File: config.mk
export PLATFORM = sky130hd
export DESIGN_NAME = fx2_fifo_arbiter_flat
export DESIGN_NICKNAME = d
export VERILOG_FILES = /design/src/rtl/fx2_fifo_arbiter_if.sv /design/src/rtl/fx2_fifo_arbiter.sv /design/src/flat_wrapper.sv
export SDC_FILE = /design/constraint.sdc
export NUM_CORES = 1
export LEC_CHECK = 0
export CORE_ASPECT_RATIO = 0.7
export CORE_MARGIN = 4
export CORE_UTILIZATION = 45
export CTS_BUF_LIST = sky130_fd_sc_hd__clkbuf_2 sky130_fd_sc_hd__clkbuf_4 sky130_fd_sc_hd__clkbuf_8
export DETAILED_ROUTE_END_ITERATION = 8
export GPL_TIMING_DRIVEN = 0
export PLACE_DENSITY = 0.93
export SLEW_MARGIN = 0
export SYNTH_ARGS = -nofsm -noshare
export SYNTH_HDL_FRONTEND = slang
export SYNTH_SLANG_ARGS = --single-unit
File: constraint.sdc
create_clock -name ifclk -period 3.42 [get_ports ifclk]
set_clock_uncertainty 0.15 [all_clocks]
set_input_delay 0.684 -clock ifclk [delete_from_list [all_inputs] [get_ports ifclk]]
set_output_delay 0.684 -clock ifclk [all_outputs]
set_load 0.005 [all_outputs]
File: src/rtl/fx2_fifo_arbiter_if.sv
// rtl/fx2_fifo_arbiter_if.sv - FX2 slave-FIFO bus plus internal IN/OUT stream signals
// master: driven by the arbiter (fifoadr, strobes, fx2_dout, in_ready, out_data, out_valid)
// slave : driven by the FX2 pins and the internal producer/consumer
interface fx2_fifo_arbiter_if;
    logic [1:0] fifoadr;
    logic       fx2_wr;
    logic       fx2_rd;
    logic       fx2_pktend;
    logic [7:0] fx2_dout;
    logic [7:0] fx2_din;
    logic       fx2_full;
    logic       fx2_empty;
    logic [7:0] in_data;
    logic       in_valid;
    logic       in_ready;
    logic       in_flush;
    logic [7:0] out_data;
    logic       out_valid;
    logic       out_ready;

    modport master (
        output fifoadr, fx2_wr, fx2_rd, fx2_pktend, fx2_dout, in_ready, out_data, out_valid,
        input  fx2_din, fx2_full, fx2_empty, in_data, in_valid, in_flush, out_ready
    );

    modport slave (
        input  fifoadr, fx2_wr, fx2_rd, fx2_pktend, fx2_dout, in_ready, out_data, out_valid,
        output fx2_din, fx2_full, fx2_empty, in_data, in_valid, in_flush, out_ready
    );
endinterface

File: src/rtl/fx2_fifo_arbiter.sv
// rtl/fx2_fifo_arbiter.sv - round-robin, burst-limited sharing of the FX2 slave-FIFO bus
// Ports: ifclk (bus clock), reset (sync, active-high), bus (fx2_fifo_arbiter_if.master:
// FX2 address/strobes/data plus IN stream sink and OUT stream source), busy (not IDLE).
module fx2_fifo_arbiter #(
    parameter logic [1:0]  IN_FIFOADR  = 2'b10,
    parameter logic [1:0]  OUT_FIFOADR = 2'b00,
    parameter int unsigned BURST_MAX   = 16,
    parameter int unsigned ADR_SETTLE  = 1
) (
    input  logic                ifclk,
    input  logic                reset,
    fx2_fifo_arbiter_if.master  bus,
    output logic                busy
);
    typedef enum logic [2:0] {
        ST_IDLE,
        ST_SETTLE,
        ST_WRITE,
        ST_READ,
        ST_PKTEND
    } state_t;

    localparam logic [8:0] BURST_LIM   = 9'(BURST_MAX);
    localparam logic [2:0] SETTLE_LAST = 3'(ADR_SETTLE - 1);

    state_t     state_q, state_d;
    logic [1:0] fifoadr_q, fifoadr_d;
    logic       flush_pending_q, flush_pending_d;
    logic [7:0] cnt_q, cnt_d;
    logic       rr_out_q, rr_out_d;       // 1: OUT wins the next contested grant
    logic       grant_out_q, grant_out_d; // direction to enter once SETTLE completes
    logic [2:0] settle_q, settle_d;

    logic       req_in, req_out, grant_out;
    logic [1:0] grant_adr;
    logic       wr_acc, rd_acc, pktend_s;
    logic [8:0] cnt_next;
    logic       burst_done;

    assign req_in     = bus.in_valid | flush_pending_q;
    assign req_out    = ~bus.fx2_empty;
    assign grant_out  = req_out & (~req_in | rr_out_q);
    assign grant_adr  = grant_out ? OUT_FIFOADR : IN_FIFOADR;

    assign wr_acc     = (state_q == ST_WRITE) & bus.in_valid & ~bus.fx2_full;
    assign rd_acc     = (state_q == ST_READ) & ~bus.fx2_empty & bus.out_ready;
    assign pktend_s   = (state_q == ST_PKTEND) & ~bus.fx2_full;

    // Compare includes the byte moved this cycle so a grant moves exactly BURST_MAX bytes.
    assign cnt_next   = {1'b0, cnt_q} + 9'(wr_acc | rd_acc);
    assign burst_done = (cnt_next == BURST_LIM);

    assign busy       = (state_q != ST_IDLE);
    assign bus.fifoadr = fifoadr_q;

    always_comb begin
        state_d         = state_q;
        fifoadr_d       = fifoadr_q;
        cnt_d           = cnt_q;
        rr_out_d        = rr_out_q;
        grant_out_d     = grant_out_q;
        settle_d        = settle_q;
        bus.fx2_wr      = 1'b0;
        bus.fx2_rd      = 1'b0;
        bus.fx2_pktend  = 1'b0;
        bus.fx2_dout    = 8'h00;
        bus.in_ready    = 1'b0;
        bus.out_valid   = 1'b0;
        bus.out_data    = bus.fx2_din;
        // A new flush in the same cycle as pktend must survive, so the set term wins.
        flush_pending_d = bus.in_flush | (flush_pending_q & ~pktend_s);

        case (state_q)
            ST_IDLE: begin
                if (req_in | req_out) begin
                    rr_out_d    = ~rr_out_q;
                    grant_out_d = grant_out;
                    cnt_d       = 8'h00;
                    if (grant_adr == fifoadr_q) begin
                        state_d = grant_out ? ST_READ : ST_WRITE;
                    end else begin
                        fifoadr_d = grant_adr;
                        settle_d  = 3'd0;
                        state_d   = ST_SETTLE;
                    end
                end
            end
            ST_SETTLE: begin
                if (settle_q == SETTLE_LAST) begin
                    state_d = grant_out_q ? ST_READ : ST_WRITE;
                    cnt_d   = 8'h00;
                end else begin
                    settle_d = settle_q + 3'd1;
                end
            end
            ST_WRITE: begin
                bus.fx2_wr   = wr_acc;
                bus.in_ready = wr_acc;
                bus.fx2_dout = bus.in_data;
                cnt_d        = cnt_next[7:0];
                if (flush_pending_q && (!bus.in_valid || burst_done)) begin
                    state_d = ST_PKTEND;
                end else if (burst_done || !bus.in_valid || bus.fx2_full) begin
                    state_d = ST_IDLE;
                end
            end
            ST_READ: begin
                bus.out_valid = ~bus.fx2_empty;
                bus.fx2_rd    = rd_acc;
                cnt_d         = cnt_next[7:0];
                if (burst_done || bus.fx2_empty || (!bus.out_ready && req_in)) begin
                    state_d = ST_IDLE;
                end
            end
            ST_PKTEND: begin
                bus.fx2_pktend = pktend_s;
                if (!bus.fx2_full) begin
                    state_d = ST_IDLE;
                end
            end
            default: state_d = ST_IDLE;
        endcase
    end

    always_ff @(posedge ifclk) begin
        if (reset) begin
            state_q         <= ST_IDLE;
            fifoadr_q       <= IN_FIFOADR;
            flush_pending_q <= 1'b0;
            cnt_q           <= 8'h00;
            rr_out_q        <= 1'b0;
            grant_out_q     <= 1'b0;
            settle_q        <= 3'd0;
        end else begin
            state_q         <= state_d;
            fifoadr_q       <= fifoadr_d;
            flush_pending_q <= flush_pending_d;
            cnt_q           <= cnt_d;
            rr_out_q        <= rr_out_d;
            grant_out_q     <= grant_out_d;
            settle_q        <= settle_d;
        end
    end
endmodule

File: src/flat_wrapper.sv
// flat-port wrapper written by rule: the top's interface ports become plain ports
module fx2_fifo_arbiter_flat 
#(
    parameter logic [1:0]  IN_FIFOADR  = 2'b10,
    parameter logic [1:0]  OUT_FIFOADR = 2'b00,
    parameter int unsigned BURST_MAX   = 16,
    parameter int unsigned ADR_SETTLE  = 1
)
  (ifclk, reset, busy, bus_fifoadr, bus_fx2_wr, bus_fx2_rd, bus_fx2_pktend, bus_fx2_dout, bus_in_ready, bus_out_data, bus_out_valid, bus_fx2_din, bus_fx2_full, bus_fx2_empty, bus_in_data, bus_in_valid, bus_in_flush, bus_out_ready);
  fx2_fifo_arbiter_if bus_i ();
  input  logic ifclk;
  input  logic reset;
  output logic busy;
  output wire logic [$bits(bus_i.fifoadr)-1:0] bus_fifoadr;
  output wire logic [$bits(bus_i.fx2_wr)-1:0] bus_fx2_wr;
  output wire logic [$bits(bus_i.fx2_rd)-1:0] bus_fx2_rd;
  output wire logic [$bits(bus_i.fx2_pktend)-1:0] bus_fx2_pktend;
  output wire logic [$bits(bus_i.fx2_dout)-1:0] bus_fx2_dout;
  output wire logic [$bits(bus_i.in_ready)-1:0] bus_in_ready;
  output wire logic [$bits(bus_i.out_data)-1:0] bus_out_data;
  output wire logic [$bits(bus_i.out_valid)-1:0] bus_out_valid;
  input wire logic [$bits(bus_i.fx2_din)-1:0] bus_fx2_din;
  input wire logic [$bits(bus_i.fx2_full)-1:0] bus_fx2_full;
  input wire logic [$bits(bus_i.fx2_empty)-1:0] bus_fx2_empty;
  input wire logic [$bits(bus_i.in_data)-1:0] bus_in_data;
  input wire logic [$bits(bus_i.in_valid)-1:0] bus_in_valid;
  input wire logic [$bits(bus_i.in_flush)-1:0] bus_in_flush;
  input wire logic [$bits(bus_i.out_ready)-1:0] bus_out_ready;
  assign bus_fifoadr = bus_i.fifoadr;
  assign bus_fx2_wr = bus_i.fx2_wr;
  assign bus_fx2_rd = bus_i.fx2_rd;
  assign bus_fx2_pktend = bus_i.fx2_pktend;
  assign bus_fx2_dout = bus_i.fx2_dout;
  assign bus_in_ready = bus_i.in_ready;
  assign bus_out_data = bus_i.out_data;
  assign bus_out_valid = bus_i.out_valid;
  assign bus_i.fx2_din = bus_fx2_din;
  assign bus_i.fx2_full = bus_fx2_full;
  assign bus_i.fx2_empty = bus_fx2_empty;
  assign bus_i.in_data = bus_in_data;
  assign bus_i.in_valid = bus_in_valid;
  assign bus_i.in_flush = bus_in_flush;
  assign bus_i.out_ready = bus_out_ready;
  fx2_fifo_arbiter #(.IN_FIFOADR(IN_FIFOADR), .OUT_FIFOADR(OUT_FIFOADR), .BURST_MAX(BURST_MAX), .ADR_SETTLE(ADR_SETTLE)) u_core (.ifclk(ifclk), .reset(reset), .bus(bus_i), .busy(busy));
endmodule
Word level (Yosys, flattened, before mapping)
Index checks and enable logic that the tools add are counted.
- memory bits (read-only): 0
- output and inout port bits: 24
- logic and storage cells: 82
- bits in latches: 0
- RAM bits: 0
- bits of input ports: 23
- memories kept: 0
- bits in registers: 19
- add/subtract/negate cells: 2
- divide/modulo/power cells: 0
- reduce and logical (&&, ||, !) cells: 19
- equality and inequality tests: 13
- bitwise logic cells: 18
- mux-type cells: 23
- order comparisons: 0
- multipliers: 0
- shift operators: 0
- operators by type and width (operator ; count):
    $mux W3 ; 10
    $mux W8 ; 3
    $pmux W8 S3 ; 1
    $pmux W3 S5 ; 1
    $add A8 B9 Y9 ; 1
    $eq A9 B5 Y1 const B ; 1
    $ne A2 B2 Y1 const B ; 4
    $and A1 B1 Y1 ; 7
    $eq A3 B2 Y1 const B ; 2
    $logic_not A3 Y1 ; 2
    $mux W1 ; 6
    $not A1 Y1 ; 6
    $pmux W3 S2 ; 1
    $reduce_and A3 Y1 ; 2
    $reduce_bool A3 Y1 ; 2
    $or A1 B1 Y1 ; 5
    $reduce_and A5 Y1 ; 1
    $logic_or A1 B1 Y1 ; 4
    $ne A2 B1 Y1 const B ; 2
    $reduce_and A4 Y1 ; 1
    $add A3 B1 Y3 const B ; 1
    $eq A3 B1 Y1 const B ; 1
    $eq A3 B3 Y1 const B ; 1
    $ne A3 B3 Y1 const B ; 1
    7 further kinds ; 9

Depth between registers and ports, before layout
Gate-level depths: netlist (run 1).
- word-level depth: 11
- depth in mapped cells: 12
- mapped depth without buffers: 11

Least setup slack after synthesis (run 1)
Ideal clock, no wire load.
- path type: input -> register
- from: input port bus_fx2_empty
- to: register u_core.state_q[1]
- buffers on the path: 0
- path slack: 0.732 ns
- required time: 3.204 ns
- arrival time: 2.472 ns
- setup time: 0.066 ns
- stages on the path: 10
- cell sequence: and4bb_4 > and2_1 > or2_2 > ha_1 > ha_1 > and2_1 > a21oi_1 > o32ai_1 > a31o_1 > a21oi_2
- word-level cells in the longest chain between the ends: 10
- elaborated cells on any way between the ends: 23
- classes of those cells: 1 x add/sub; 5 x eq/ne; 5 x mux; 6 x bitwise; 6 x reduce/logical
- RTL lines (element ; line ; text):
    start: declaration ; flat_wrapper.sv:24 ; input wire logic [$bits(bus_i.fx2_empty)-1:0] bus_fx2_empty;
    $not A1 Y1 ; fx2_fifo_arbiter.sv:41, fx2_fifo_arbiter.sv:46 ;
    $and A1 B1 Y1 (2 in series) ; fx2_fifo_arbiter.sv:46 ; assign rd_acc = (state_q == ST_READ) & ~bus.fx2_empty & bus.out_ready;
    $or A1 B1 Y1 ; fx2_fifo_arbiter.sv:50 ; assign cnt_next = {1'b0, cnt_q} + 9'(wr_acc | rd_acc);
    $add A8 B9 Y9 ; fx2_fifo_arbiter.sv:50 ;
    $eq A9 B5 Y1 ; fx2_fifo_arbiter.sv:51 ; assign burst_done = (cnt_next == BURST_LIM);
    $logic_or A1 B1 Y1, on equally long branches ; fx2_fifo_arbiter.sv:101, fx2_fifo_arbiter.sv:103, fx2_fifo_arbiter.sv:111 ;
    $logic_or A1 B1 Y1 (tied with other cells) ; fx2_fifo_arbiter.sv:103 ; end else if (burst_done || !bus.in_valid || bus.fx2_full) begin
    $ne A3 B3 Y1 (no source line) (tied with other cells) ; n/a ;
    $reduce_and A5 Y1 (no source line) or $pmux W3 S5 (tied branches) ; n/a ;
    end signal: assignment ; fx2_fifo_arbiter.sv:135 ; state_q <= state_d;
    end: declaration ; fx2_fifo_arbiter.sv:26 ; state_t state_q, state_d;
Parallel ways exist; a longest one is shown, timed or not. The select of a mux whose other input is x is not followed.
A chain may end at the register's enable or synchronous reset.

Worst setup path after layout (run 1)
Same ends and word-level chain as after synthesis.

==> summary.md, run 1 <==
| Metric | Value |
|---|---|
| Die Y | 51.7 µm |
| Post-synth top area share | 29.4% |
| Clock Sinks | 18 |
| Post-synthesis compound-gate area fraction | 19.3% |
| Detailed Place HPWL | 2420 µm |
| Total chip power | 0.901 mW |
| Drt wl/cell | 13.3 µm |
| Overall Global Routing Usage | 16.1% |
| Final hold violation count | 0 |
| Final setup violation count | 0 |
| CP Launch Type | input port |
| Final period util | 93.8% |
| Critical Path End Type | flip-flop |
| Hold Path Class | reg2reg |
| Worst path arrival time | 3200 ps |
| Max Clock Freq | 312 MHz |
| GPL Wtd Cong | 0.840 |
| Fin. max-slew vios | 0 |
| Post-Synth Adder-Cell Area | 5.10% |
| Sequential area share after synthesis | 29.4% |
| Initial antenna violation count | 0 |
| Setup Slack @ Placement | -2.91 ps |
| PD cells | 535 nW/µm² |
| Worst-path clk slew | 70 ps |
| Detailed Routing Iterations Pass 1 | 4 |
| Setup TNS Final | 0 ps |
| #FFs+latches synth | 18 |
| CTS buffer count | 3 |
| Synth area leaders | dfxtp_1 29%, buf_4 7.3%, and2_1 5.6% |
| Worst IR Drop VDD | 0.000439 V |
| Leak Pwr | 0.698 nW |
| Core area | 2530 µm² |
| Fill cells | 202 |
| Placed Cells | 227 |
| Synth async-reset ratio | 0% |
| CTS Hold Bufs | 0 |
| Share of cells above drive strength 1 | 11.2% |
| Post-synthesis cell count | 157 |
| RSZ-0062 raised after global routing | no |
| EDFF count, synth | 0 |
| Worst Reg-to-Reg Cells | 11 |
| Area growth, synth to finish | 37.3% |
| I/O pin total | 47 |
| Dominant cell type by area after synthesis | dfxtp_1 |
| Setup Buffers After CTS | 0 |
| Commonest cells in the synthesized netlist | 18 x dfxtp_1, 16 x nor2_1, 15 x nand2_1 |
| Clock Tree Root | clkbuf_8 |
| TritonCTS clock tree | built |
| WHS Path Cells | 1 |
| Initial Utilization | 48.4% |
| Post-Syn Nets | 185 |
| Unique cell type count in the Yosys netlist | 42 |
| Pin count of the biggest net entering global routing | 11 |
| Mapped cell area | 1230 µm² |
| H-tree lvl count | 1 |
| Outcome | completed |
| Fin crit period | 3210 ps |
| Syn_area_per_cell | 7.81 µm² |
| Die width | 70.4 µm |
| Rows | 15 |
| Routed vias/inst | 5.32 |
| ANT nets after route | 0 |
| I/O Buffers | 36 |
| Post-synthesis simple-gate area fraction | 30.2% |
| DRC viols | 0 |
| Via count | 1230 |
| Antenna diodes | 0 |
| First-pass GRT wire length | 4780 µm |
| Final setup margin | 212 ps |
| Post-Synth XOR/XNOR Area | 2.14% |
| CTS resizes | 0 |
| Post-Route WL | 3080 µm |
| Most frequent cell after synthesis | dfxtp_1 |
| Grt ovf | 0 |
| WS Path Type | in2reg |
| Final Non-Filler Cells | 231 |
| Final #Nets | 226 |
| Dominant synthesized flop cell | dfxtp_1 |
| Max cap viols | 0 |
| Clk buf depth | 2 |
| Mux contribution to synthesized area | 1.63% |
| Die area | 3640 µm² |
| Crit path required time | 3410 ps |
| DR iter-0 viols | 79 |
| Vias in the first global route | 1057 |
| Largest family of logic cells by synthesized area | simple AND/OR/NAND/NOR gates |
| Clk Latency, worst-skew pair | 250 ps |
| CP max FO | 5 |
| Ys Warns | 0 |
-- through the flow --
step                      utilization [%]  hold slack, ps  area [µm²]
after floorplan                         -             298        1230
after global placement               64.3             317        1630
after detailed placement             64.3             322        1630
after CTS                            66.5             335        1680
after global routing                 66.5             354        1680
final                                66.5             339        1680
-- routing by layer --
| metal | vias to the layer above | global-route usage (%) | wire, µm |
|---|---|---|---|
| li1 | 613 | - | - |
| met1 | 546 | 21.6 | 1390 |
| met2 | 69 | 25.6 | 1320 |
| met3 | 2 | 5.02 | 343 |
| met4 | 0 | 2.87 | 23 |
| met5 | - | 0 | 0 |
-- cell type report --
cell class                      instances  area (µm²)  area share, %
Timing Repair Buffer                   36         360           21.4
Clock buffer                            4        55.1           3.27
Multi-Input combinational cell        114         719           42.7
Sequential cell                        18         360           21.4
Tap cell                               34        42.5           2.53
Inverter                                9        33.8           2.01
Buffer                                 16         113           6.69
-- path summary, 6_finish.rpt --
check	to	from	slack, ps
max	u_core.state_q[1]	bus_fx2_empty	210
min	u_core.cnt_q[7]	u_core.cnt_q[7]	340
max reg2reg	u_core.state_q[1]	u_core.state_q[1]	570
min reg2reg	u_core.cnt_q[7]	u_core.cnt_q[7]	340
-- cell usage in the layout, fill, tap and decap left out, types with 2 or more instances in the layout --
cell type        Yosys  routed
o211a_1              2       2
o21ai_0              2       2
a311oi_1             4       4
inv_1                9       9
nor3_1               4       4
o21ai_1              2       2
mux2i_1              2       2
nand3_1              7       7
nand2b_1             6       6
clkdlybuf4s50_1      0      36
nor2b_1              2       2
dfxtp_1             18      18
buf_1                2       2
clkbuf_8             0       4
nor2_1              16      16
ha_1                 5       5
buf_4               12      12
a21oi_1             10      10
a31oi_1              2       2
and3_1               2       2
xor2_1               2       2
and2_1              11      11
nand2_1             15      15
o32ai_1              2       2
-- kinds of logic (layout without fill, tap and decap cells) --
| kind of cell | Yosys count | count (layout) |
|---|---|---|
| flops | 18 | 18 |
| buf+inv | 25 | 65 |
| other cells | 1 | 1 |
| simple gates | 69 | 69 |
| compound gates | 34 | 34 |
| mux | 2 | 2 |
| fa+ha+maj | 5 | 5 |
| xor+xnor | 3 | 3 |
-- critical path: stages --
cell,delay (ps)
clkdlybuf4s50_1,540
and4bb_4,260
and2_1,160
or2_2,270
ha_1,220
ha_1,260
nand3_1,200
nand2_1,70
mux2i_1,230
a31o_1,240
a21oi_2,60
-- state kept, by name, summed over array words and instances, names as in the netlist --
signal and count:
u_core.flush_pending_q 1, u_core.grant_out_q 1, u_core.bus.fifoadr 1, u_core.state_q 3, u_core.rr_out_q 1, u_core.settle_q 3
u_core.cnt_q 8
-- power breakdown --
group,total (mW),switching (mW),internal [mW]
registers,0.268,0.0252,0.243
logic,0.459,0.224,0.235
clock network,0.173,0.0707,0.102
Note: power is estimated with default switching activity, not from simulation.
==> run 2, diff against run 1 <==
Settings changed: CAP_MARGIN from default to 20.
==> results of run 2 <==
Final layout, timing and power as in run 1 (identical DEF).
